===== src/rtl/isp_pkg.sv =====
// isp_pkg -- shared ISP definitions for the YUV tone-curve stage.
//   DATA_W_DEF / SEG_BITS_DEF : default component width and segment-index width
//   knot_count()              : number of knots for a given SEG_BITS (2^SEG_BITS+1)
//   identity_knot()           : reset value of knot idx, min(idx<<FRAC_W, 2^DATA_W-1)
package isp_pkg;

  localparam int DATA_W_DEF   = 8;
  localparam int SEG_BITS_DEF = 5;

  function automatic int knot_count(input int seg_bits);
    return (1 << seg_bits) + 1;
  endfunction

  // The last knot sits one full segment past the top code, so it saturates.
  function automatic int identity_knot(input int idx, input int data_w, input int frac_w);
    int v;
    v = idx << frac_w;
    if (v > (1 << data_w) - 1) v = (1 << data_w) - 1;
    return v;
  endfunction

endpackage


===== src/rtl/tone_interp_pipe.sv =====
// tone_interp_pipe -- three-stage knot interpolation for the luma tone curve.
//   clk, rst : pixel clock, synchronous active-high reset
//   k0_i     : knot at the segment floor
//   k1_i     : knot at the segment ceiling
//   f_i      : position inside the segment (Y LSBs)
//   y_o      : mapped luma, 3 cycles after k0_i/k1_i/f_i
// TONE_INTERP_EN defined : y = clamp(k0 + round_floor((k1-k0)*f / 2^FRAC_W))
// TONE_INTERP_EN undefined: y = k0 (k1_i and f_i are ignored), same latency.
module tone_interp_pipe #(
  parameter int DATA_W = 8,
  parameter int FRAC_W = 3
) (
  input  logic              clk,
  input  logic              rst,
  input  logic [DATA_W-1:0] k0_i,
  input  logic [DATA_W-1:0] k1_i,
  input  logic [FRAC_W-1:0] f_i,
  output logic [DATA_W-1:0] y_o
);

  logic [DATA_W-1:0] k0_s1_q, k0_s2_q, y_q;

`ifdef TONE_INTERP_EN
  // |d| < 2^DATA_W and f < 2^FRAC_W, so the product fits PW signed bits.
  localparam int PW = DATA_W + FRAC_W + 2;
  localparam logic signed [PW:0] RND  = (PW+1)'(1 << (FRAC_W-1));
  localparam logic signed [PW:0] YMAX = (PW+1)'((1 << DATA_W) - 1);

  logic [DATA_W-1:0]    k1_s1_q;
  logic [FRAC_W-1:0]    f_s1_q;
  logic signed [PW-1:0] d_ext, f_ext, p_d, p_q;
  logic signed [PW:0]   t_d, sum_d;
  logic [DATA_W-1:0]    y_d;

  always_comb begin
    d_ext = PW'($signed({1'b0, k1_s1_q}) - $signed({1'b0, k0_s1_q}));
    f_ext = PW'(f_s1_q);
    p_d   = d_ext * f_ext;
    // Round-half-up then arithmetic shift: negative slopes floor toward -inf.
    t_d   = $signed({p_q[PW-1], p_q}) + RND;
    sum_d = (t_d >>> FRAC_W) + $signed({{(PW+1-DATA_W){1'b0}}, k0_s2_q});
    if (sum_d[PW])          y_d = '0;
    else if (sum_d > YMAX)  y_d = '1;
    else                    y_d = sum_d[DATA_W-1:0];
  end

  always_ff @(posedge clk) begin
    if (rst) begin
      k0_s1_q <= '0;
      k1_s1_q <= '0;
      f_s1_q  <= '0;
      p_q     <= '0;
      k0_s2_q <= '0;
      y_q     <= '0;
    end else begin
      k0_s1_q <= k0_i;
      k1_s1_q <= k1_i;
      f_s1_q  <= f_i;
      p_q     <= p_d;
      k0_s2_q <= k0_s1_q;
      y_q     <= y_d;
    end
  end
`else
  logic unused_interp;
  assign unused_interp = ^{k1_i, f_i};

  always_ff @(posedge clk) begin
    if (rst) begin
      k0_s1_q <= '0;
      k0_s2_q <= '0;
      y_q     <= '0;
    end else begin
      k0_s1_q <= k0_i;
      k0_s2_q <= k0_s1_q;
      y_q     <= k0_s2_q;
    end
  end
`endif

  assign y_o = y_q;

endmodule


===== src/rtl/yuv_tone_curve.sv =====
// yuv_tone_curve -- programmable piecewise-linear luma tone curve, 3-cycle latency.
//   clk, rst        : pixel clock, synchronous active-high reset
//   Pre_YUV/_en     : input pixel {Y,U,V} and valid
//   Pre_vsync       : frame sync; its rising edge is the frame boundary
//   Post_YUV/_en    : output pixel {Y',U,V} and valid
//   Post_vsync      : Pre_vsync delayed to match the data
//   lut_wr_en/addr/data : shadow knot write (addresses above 2^SEG_BITS ignored)
//   lut_commit      : request to copy shadow into active at the next frame edge
//   lut_pending     : commit accepted, swap not yet done
// Build option: TONE_INTERP_EN enables linear interpolation between knots;
// without it Y' is the segment-floor knot.
module yuv_tone_curve import isp_pkg::*; #(
  parameter int DATA_W   = DATA_W_DEF,
  parameter int SEG_BITS = SEG_BITS_DEF,
  parameter int FRAC_W   = DATA_W - SEG_BITS
) (
  input  logic                  clk,
  input  logic                  rst,
  input  logic [3*DATA_W-1:0]   Pre_YUV,
  input  logic                  Pre_YUV_en,
  input  logic                  Pre_vsync,
  output logic [3*DATA_W-1:0]   Post_YUV,
  output logic                  Post_YUV_en,
  output logic                  Post_vsync,
  input  logic                  lut_wr_en,
  input  logic [SEG_BITS:0]     lut_wr_addr,
  input  logic [DATA_W-1:0]     lut_wr_data,
  input  logic                  lut_commit,
  output logic                  lut_pending
);

  localparam int KNOTS  = knot_count(SEG_BITS);
  localparam int AW     = SEG_BITS + 1;
  localparam int STAGES = 3;

  logic [DATA_W-1:0]   shadow_q [KNOTS];
  logic [DATA_W-1:0]   active_q [KNOTS];
  logic                vsync_q, pending_q, pending_d;
  logic                rise, swap, wr_ok;

  assign rise  = Pre_vsync & ~vsync_q;
  assign swap  = rise & pending_q;
  assign wr_ok = lut_wr_en && (lut_wr_addr <= AW'(KNOTS-1));

  // A swap consumes the pending request even if a commit arrives with it.
  always_comb begin
    pending_d = pending_q;
    if (swap)            pending_d = 1'b0;
    else if (lut_commit) pending_d = 1'b1;
  end

  // The swap copies the pre-write shadow: both updates are non-blocking.
  always_ff @(posedge clk) begin
    if (rst) begin
      for (int k = 0; k < KNOTS; k++) begin
        shadow_q[k] <= DATA_W'(identity_knot(k, DATA_W, FRAC_W));
        active_q[k] <= DATA_W'(identity_knot(k, DATA_W, FRAC_W));
      end
      vsync_q   <= 1'b0;
      pending_q <= 1'b0;
    end else begin
      if (swap)  active_q <= shadow_q;
      if (wr_ok) shadow_q[lut_wr_addr] <= lut_wr_data;
      vsync_q   <= Pre_vsync;
      pending_q <= pending_d;
    end
  end

  // Knot lookup reads the current active table, so a pixel sampled with the
  // frame edge still sees the old curve.
  logic [SEG_BITS-1:0] seg;
  logic [FRAC_W-1:0]   frac;
  logic [DATA_W-1:0]   k0, k1, y_out;

  assign seg  = Pre_YUV[3*DATA_W-1 -: SEG_BITS];
  assign frac = Pre_YUV[2*DATA_W+FRAC_W-1 -: FRAC_W];
  assign k0   = active_q[{1'b0, seg}];
  assign k1   = active_q[AW'(seg) + AW'(1)];

  tone_interp_pipe #(.DATA_W(DATA_W), .FRAC_W(FRAC_W)) u_interp (
    .clk  (clk),
    .rst  (rst),
    .k0_i (k0),
    .k1_i (k1),
    .f_i  (frac),
    .y_o  (y_out)
  );

  // Side-band delay lines matching the interpolation pipe.
  logic [2*DATA_W-1:0] uv_pipe_q [STAGES];
  logic [STAGES-1:0]   en_pipe_q, vs_pipe_q;

  always_ff @(posedge clk) begin
    if (rst) begin
      for (int s = 0; s < STAGES; s++) uv_pipe_q[s] <= '0;
      en_pipe_q <= '0;
      vs_pipe_q <= '0;
    end else begin
      uv_pipe_q[0] <= Pre_YUV[2*DATA_W-1:0];
      for (int s = 1; s < STAGES; s++) uv_pipe_q[s] <= uv_pipe_q[s-1];
      en_pipe_q <= {en_pipe_q[STAGES-2:0], Pre_YUV_en};
      vs_pipe_q <= {vs_pipe_q[STAGES-2:0], Pre_vsync};
    end
  end

  assign Post_YUV    = {y_out, uv_pipe_q[STAGES-1]};
  assign Post_YUV_en = en_pipe_q[STAGES-1];
  assign Post_vsync  = vs_pipe_q[STAGES-1];
  assign lut_pending = pending_q;

endmodule


===== config.mk =====
export PLATFORM = sky130hd
export DESIGN_NAME = yuv_tone_curve
export DESIGN_NICKNAME = d
export VERILOG_FILES = /design/src/rtl/isp_pkg.sv /design/src/rtl/tone_interp_pipe.sv /design/src/rtl/yuv_tone_curve.sv
export SDC_FILE = /design/constraint.sdc
export NUM_CORES = 1
export LEC_CHECK = 0
export BUFFER_PORTS_ARGS = -buffer_cell sky130_fd_sc_hd__buf_2
export CORE_MARGIN = 1
export CORE_UTILIZATION = 66
export CTS_BUF_LIST = sky130_fd_sc_hd__clkbuf_4 sky130_fd_sc_hd__clkbuf_8
export DETAILED_ROUTE_END_ITERATION = 8
export PLACE_DENSITY = 0.85
export SLEW_MARGIN = 20
export SYNTH_ARGS = -nofsm -noshare
export SYNTH_HDL_FRONTEND = slang
export SYNTH_HIERARCHICAL = 1
export SYNTH_SLANG_ARGS = --single-unit

===== constraint.sdc =====
create_clock -name clk -period 5.9 [get_ports clk]
set_input_delay 1.18 -clock clk [delete_from_list [all_inputs] [get_ports clk]]
set_output_delay 1.18 -clock clk [all_outputs]
set_load 0.1 [all_outputs]

# After elaboration in Yosys (flattened, before gate mapping)
# Memories as Yosys holds them, arrays and structs flattened.
# Index checks and enable logic that the tools add are counted.
# word_totals
reg_bits,560
ram_bits,48
in_bits,44
output_inout_bits,27
wordCells,101
memories,1
# op_classes
n_lt_le_gt_ge,4
muxes,12
n_bitwise,8
reduce_logical,3
# memory_table
name,words,width,rd,rd_clocked_by_memory_dff,write_ports,line_no,text
uv_pipe_q,3,16,3,0,3,yuv_tone_curve.sv:90,logic [2*DATA_W-1:0] uv_pipe_q [STAGES];
# ops
cell,count
$bwmux 264,1
$bmux 8 s6,1
$demux 8 s6,1
$mux 16,3
$mux 8,3
$ge 7x7->1 const B,2
$lt 7x1->1 const B,1
$not 5->7,1
$not 6->7,1
$le 6x6->1 const B,1
$mux 1,3
$or 1x1->1,3
$and 1x1->1,2
$logic_and 1x1->1,2
$reduce_or 2->1,1
$not 1->1,1

# Logic depth before layout (Yosys ltp)
# Gate-level depths: netlist of run 1.
# depth
depth_word,6
depth_mapped,8
depth_no_buf,5

# Cells and area by module
# Netlist of run 1, hierarchy kept.
# by_module_without_submodules
mod,instances,cells_per_inst,area_each_um2,seq_area_each_um2
yuv_tone_curve,1,2599,24222.0,11671.2
tone_interp_pipe,1,50,693.2,480.5

# Worst setup path after synthesis of run 1
# Ideal clock, no wire load.
# synth_timing
path_kind,input-to-reg
start,input Pre_YUV[19]
end,register u_interp.k0_s1_q[5]
setup_ns,0.114
t_arrival_ns,2.858
required_time_ns,5.786
setup_slack_ns,2.928
path_stages,8
n_path_buf,3
path_cell_list,buf_2 -> buf_6 -> buf_4 -> mux4_2 -> mux4_2 -> nand2_1 -> nand2_1 -> and2b_1
# synth_between
elab_chain_cells,4
# synth_lines
item,line_no,text
start: declaration,yuv_tone_curve.sv:19,"input logic [3*DATA_W-1:0] Pre_YUV,"
$not 5->7 (not written as such),yuv_tone_curve.sv:77,"assign k0 = active_q[{1'b0, seg}];"
$bmux 8 s6,yuv_tone_curve.sv:77,
$mux 8 (not written as such) (2 in a row),yuv_tone_curve.sv:77,
net k0[5],yuv_tone_curve.sv:73,"logic [DATA_W-1:0] k0, k1, y_out;"
end signal: assignment,tone_interp_pipe.sv:74,k0_s1_q <= k0_i;
end: declaration,tone_interp_pipe.sv:21,"logic [DATA_W-1:0] k0_s1_q, k0_s2_q, y_q;"
# The timed path passes the listed nets, and every way through them passes these cells. The select of a mux whose other input is x is not followed.
# A chain may end at the register's enable or synchronous reset.

# Worst setup path after layout of run 1
# layout_timing
start,input Pre_YUV[19]
end,register u_interp.k0_s1_q[2]
# Same word-level chain as after synthesis.

==> results of run 1 <==
-- placed cells by master, fill, tap and decap left out, types with 3 or more instances in the layout --
cell       count
nor2_1       129
nand3_1      125
dfxtp_1      591
inv_6          4
clkbuf_8     111
buf_12         3
a211o_1        8
nand2_1      715
o211ai_1       4
clkinv_2       9
nor3b_1        3
a21oi_1      231
mux2i_1      168
mux4_2        80
nor2b_1       66
nor2b_2       14
bufinv_16      3
nor2_2        13
and2b_1        4
buf_2         65
clkbuf_4      35
buf_16         3
buf_4         13
nand3b_1      28
-- area by class of cell --
type / instances / area, um2
Inverter: 3 / 13.8
Multi-Input combinational cell: 1597 / 9480
Clock inverter: 18 / 185
Timing Repair Buffer: 85 / 581
Antenna cell: 2 / 5.00
Fill cell: 2137 / 8420
Clock buffer: 146 / 1790
Tap cell: 442 / 553
Sequential cell: 591 / 11800
-- registers in the layout, indices dropped and copies added (netlist names) --
signal,cells
u_interp/k0_s2_q,8
lut_pending,1
shadow_q,256
en_pipe_q,3
active_q,256
vs_pipe_q,3
u_interp/k0_s1_q,8
uv_pipe_q,48
u_interp/y_o,8
-- stage by stage --
stage,utilization [%],power (W)
2_1_floorplan,-,0.00449
3_3_place_gp,68.1,0.00457
3_5_place_dp,68.1,0.00458
4_1_cts,74.1,0.00815
5_1_grt,74.4,0.00839
6_report,74.4,0.00813
-- worst max-delay path, delay by kind of cell --
family                 cells  cell delay (ns)
buffers and inverters      2             1.13
multiplexers               2             1.11
AND/OR/NAND/NOR            3             0.29
-- report_power, final --
| group | internal [W] | switching, W | total [W] |
|---|---|---|---|
| registers | 0.00405 | 0.0000261 | 0.00408 |
| clock network | 0.00206 | 0.00156 | 0.00361 |
| logic | 0.000129 | 0.000305 | 0.000434 |
-- metal layers --
layer | vias to the layer above | share of wire, %
met5 | - | 0
met4 | 0 | 2.8
met3 | 111 | 7.5
met2 | 655 | 48
met1 | 8099 | 42
li1 | 7870 | -
-- final timing paths --
kind	end	depth (start not counted)	startpoint	slack (ns)
max	u_interp/k0_s1_q[2]	7	Pre_YUV[19]	2.64
min	uv_pipe_q[0][18]	1	uv_pipe_q[0][2]	0.43
max reg2reg	active_q[137]	5	vs_pipe_q[0]	3.78
min reg2reg	uv_pipe_q[0][18]	1	uv_pipe_q[0][2]	0.43
==> results.json, run 1 <==
{
  "criticalPathCategory": "in2reg",
  "vias": 16700,
  "critPathLaunchType": "primary input",
  "htree_levels": 3,
  "syn-num-nets": 2447,
  "period_share_pct": 55.2,
  "cts_buffer_depth": 3,
  "die_y_um": 186,
  "use_met3_pct": 4.85,
  "hold-worst-slack_ns": 0.426,
  "antenna_found_initial": 2,
  "grt_overflow": 0,
  "critical_path.max_fanout": 48,
  "final_area_mm2": 0.0244,
  "grt_use_met1_pct": 38.3,
  "place_ws_ns": 1.99,
  "antenna_left": 0,
  "place_area_mm2": 0.0224,
  "power_density_mw_per_mm2": 332,
  "outcome": "finished, final reports clean",
  "route.detailed.drc": 0,
  "die_w_um": 186,
  "p_leak_nw": 9.53,
  "hold_violations": 0,
  "dr.pass1.iters": 5,
  "hp-class": "reg2reg",
  "core-area_mm2": 0.0329,
  "drv_cap": 0,
  "root_buffer": "clkbuf_8",
  "final_max_slew_viol_count": 0,
  "cts_hold_buf": 0,
  "synth_warnings": 6,
  "track_usage_pct": 29.0,
  "worst_pin_slew_ns": 1.04,
  "setup_slack_ns": 2.64,
  "path_clk_slew_ns": 0.06,
  "fmax_ghz": 0.307,
  "cts_resized": 0,
  "cts_tree": "built",
  "post_drt_wl_per_cell_um": 17.3,
  "cp-end-kind": "register",
  "timing.final.crit_period_ns": 3.26,
  "cts_buffers": 89,
  "critPathRequiredTime_ns": 6.39,
  "dieArea_mm2": 0.0344,
  "io_buffers": 67,
  "ir_worst_vdd_v": 0.000241,
  "grt_pass1_wl_um": 79800,
  "fin_cells": 2884,
  "drive_above_1_share_pct": 14.7,
  "final.setup.tns_ns": 0,
  "max_slew_margin_pct": 30.8,
  "use_met2_pct": 47.8,
  "cp_cell_sequence": "buf_4, buf_4, mux4_2, mux4_2, nand2_1, nand2_1, nor2b_2",
  "initial_utilization_pct": 67.7,
  "grt_max_degree": 257,
  "grt_pass1_vias": 15900,
  "hpwl_um": 28700,
  "netlist_instances": 2403,
  "clock_sinks": 591,
  "syn_avg_cell_area_um2": 9.26,
  "grt.busiest_layer": "met2",
  "insertion_delay_ns": 0.64,
  "syn_to_final_growth_pct": 9.88,
  "cpPeakStageDelay_ns": 0.76,
  "wl_um": 50000,
  "skew_ns": 0.0211,
  "syn_area_mm2": 0.0222,
  "vias_per_cell": 5.80,
  "ios": 71,
  "placed_cells": 2715,
  "gp_congestion": 0.884,
  "grt_setup_unrepaired": "false",
  "fp-row-count": 66,
  "finalNetCount": 2411,
  "drt_iter0_drc": 1652,
  "cp_slowest_cell": "buf_4",
  "cts_setup_buffers": 0,
  "crit_arrival_ns": 3.75,
  "setup_viol": 0
}
(Power assumes the default switching activity.)
==> run 2: changes to the inputs <==
--- a/config.mk
+++ b/config.mk
@@ -7,10 +7,10 @@
 export LEC_CHECK = 0
 export BUFFER_PORTS_ARGS = -buffer_cell sky130_fd_sc_hd__buf_2
 export CORE_MARGIN = 1
-export CORE_UTILIZATION = 66
+export CORE_UTILIZATION = 65
 export CTS_BUF_LIST = sky130_fd_sc_hd__clkbuf_4 sky130_fd_sc_hd__clkbuf_8
 export DETAILED_ROUTE_END_ITERATION = 8
-export PLACE_DENSITY = 0.85
+export PLACE_DENSITY = 0.84
 export SLEW_MARGIN = 20
 export SYNTH_ARGS = -nofsm -noshare
 export SYNTH_HDL_FRONTEND = slang
==> constraint.sdc (replaced) <==
create_clock -name clk -period 3.1 [get_ports clk]
set_input_delay 0.62 -clock clk [delete_from_list [all_inputs] [get_ports clk]]
set_output_delay 0.62 -clock clk [all_outputs]
set_load 0.1 [all_outputs]
==> results.json, run 2 (synthesis results as in run 1) <==
{
  "crit_arrival_ns": 2.55,
  "cts_tree": "built",
  "cts_resized": 0,
  "cts_setup_buffers": 0,
  "grt_pass1_vias": 16500,
  "core-area_mm2": 0.0336,
  "cp-end-kind": "register",
  "setup_viol": 0,
  "hpwl_um": 30500,
  "cpPeakStageDelay_ns": 0.59,
  "criticalPathCategory": "in2reg",
  "die_y_um": 187,
  "cp_slowest_cell": "and3_1",
  "cts_hold_buf": 0,
  "hold_violations": 0,
  "io_buffers": 67,
  "cts_buffer_depth": 3,
  "timing.final.crit_period_ns": 2.05,
  "reg_top3": "active_q x256, shadow_q x256, uv_pipe_q x48",
  "path_clk_slew_ns": 0.06,
  "pwr-share-seq_pct": 50.3,
  "swShare_pct": 23.0,
  "p_clk_share_pct": 44.1,
  "gp_congestion": 0.812,
  "critPathLaunchType": "primary input",
  "ir_worst_vdd_v": 0.000348,
  "finalNetCount": 2438,
  "cts_buffers": 89,
  "wl_um": 52400,
  "combPwrFrac_pct": 5.6,
  "critPathRequiredTime_ns": 3.60,
  "crit_family": "simple AND/OR/NAND/NOR gates",
  "use_met3_pct": 5.95,
  "track_usage_pct": 30.0,
  "drive_above_1_share_pct": 15.5,
  "final_max_slew_viol_count": 0,
  "hp-class": "in2reg",
  "power_density_mw_per_mm2": 624,
  "insertion_delay_ns": 0.63,
  "use_met2_pct": 48.5,
  "final.setup.tns_ns": 0,
  "max_slew_margin_pct": 34.2,
  "drt_iter0_drc": 1552,
  "cp_cell_sequence": "buf_2, nor2b_1, and3_1, nand2_1, a211o_1",
  "final_util_pct": 73.5,
  "dieArea_mm2": 0.0350,
  "skew_ns": 0.0295,
  "final_common_cell": "nand2_1",
  "die_w_um": 187,
  "antenna_found_initial": 3,
  "final_area_mm2": 0.0247,
  "grt_use_met1_pct": 39.6,
  "vias": 16900,
  "layout_common_cells": "715 x nand2_1, 591 x dfxtp_1, 231 x a21oi_1",
  "outcome": "finished, final reports clean",
  "vias_per_cell": 5.80,
  "worst_pin_slew_ns": 0.987,
  "switchingPower_w": 0.00355,
  "worst-path-buf-inv": 1,
  "critical_path.max_fanout": 13,
  "ios": 71,
  "clock_sinks": 591,
  "power.internal_w": 0.0119,
  "antenna_left": 0,
  "grt_setup_unrepaired": "false",
  "period_share_pct": 66.2,
  "root_buffer": "clkbuf_8",
  "dr.pass1.iters": 6,
  "p_leak_nw": 9.68,
  "route.detailed.drc": 0,
  "syn_to_final_growth_pct": 11.1,
  "htree_levels": 3,
  "place_area_mm2": 0.0227,
  "drv_cap": 0,
  "initial_utilization_pct": 66.2,
  "post_drt_wl_per_cell_um": 18.0,
  "grt_max_degree": 156,
  "grt_overflow": 0,
  "grt.busiest_layer": "met2",
  "fp-row-count": 67,
  "fmax_ghz": 0.487,
  "grt_pass1_wl_um": 84600
}
run 2: cell types whose count changed in the layout (fill, tap and decap cells not counted):
cell	change
clkinv_2	-3
clkinvlp_4	+1
buf_4	+20
buf_16	-3
inv_6	-4
buf_12	+10
clkbuf_4	-4
clkbuf_8	+9
bufinv_16	-2
run 2: final timing paths:
kind	endpoint	slack [ns]	start	cells after the start
worst min register to register	uv_pipe_q[0][17]	0.42	uv_pipe_q[0][1]	1
worst max register to register	u_interp/k0_s1_q[0]	1.32	active_q[72]	5
worst max-delay path	shadow_q[71]	1.05	lut_wr_addr[5]	5
worst min-delay path	en_pipe_q[0]	0.21	Pre_YUV_en	2
run 2: area by class of cell:
| type | count | area, um2 |
|---|---|---|
| inverters | 3 | 13.8 |
| flip-flops and latches | 591 | 11800 |
| clock buffers | 151 | 1880 |
| fillers | 2215 | 8910 |
| repair buffers | 112 | 848 |
| clock inverters | 10 | 82.6 |
| well taps | 448 | 561 |
| diodes | 2 | 5.00 |
| multi-input cells | 1597 | 9480 |
run 2: worst register-to-register path: cells and delay by family (launching register included):
family | cells | cell delay (ns)
muxes | 2 | 1.07
DFF | 1 | 0.31
and+or+nand+nor | 3 | 0.30
run 2: metal layers:
layer	wire [um]	part of all wire, %
met5	13	0.025
met4	1570	3.0
met3	4290	8.2
met2	24800	47
met1	21700	41
run 2: metrics by stage:
step / instances / setup WS (ns) / hold slack [ns] / power, W
after floorplan: 2403 / 0.735 / 0.411 / 0.00854
after global placement: 2751 / 0.484 / 0.416 / 0.00875
after detailed placement: 2751 / 0.482 / 0.420 / 0.00877
final: 2914 / 1.05 / 0.213 / 0.0154
after global routing: 2913 / 0.930 / 0.216 / 0.0159
after CTS: 2912 / 1.03 / 0.202 / 0.0155
run 2: power groups by stage:
stage | Clock, W | Sequential (W) | Combinational [W]
final | 0.00680 | 0.00776 | 0.000861
after global routing | 0.00723 | 0.00777 | 0.000912
after CTS | 0.00686 | 0.00776 | 0.000848
after detailed placement | 0 | 0.00793 | 0.000841
after global placement | 0 | 0.00792 | 0.000827
after floorplan | 0 | 0.00794 | 0.000607
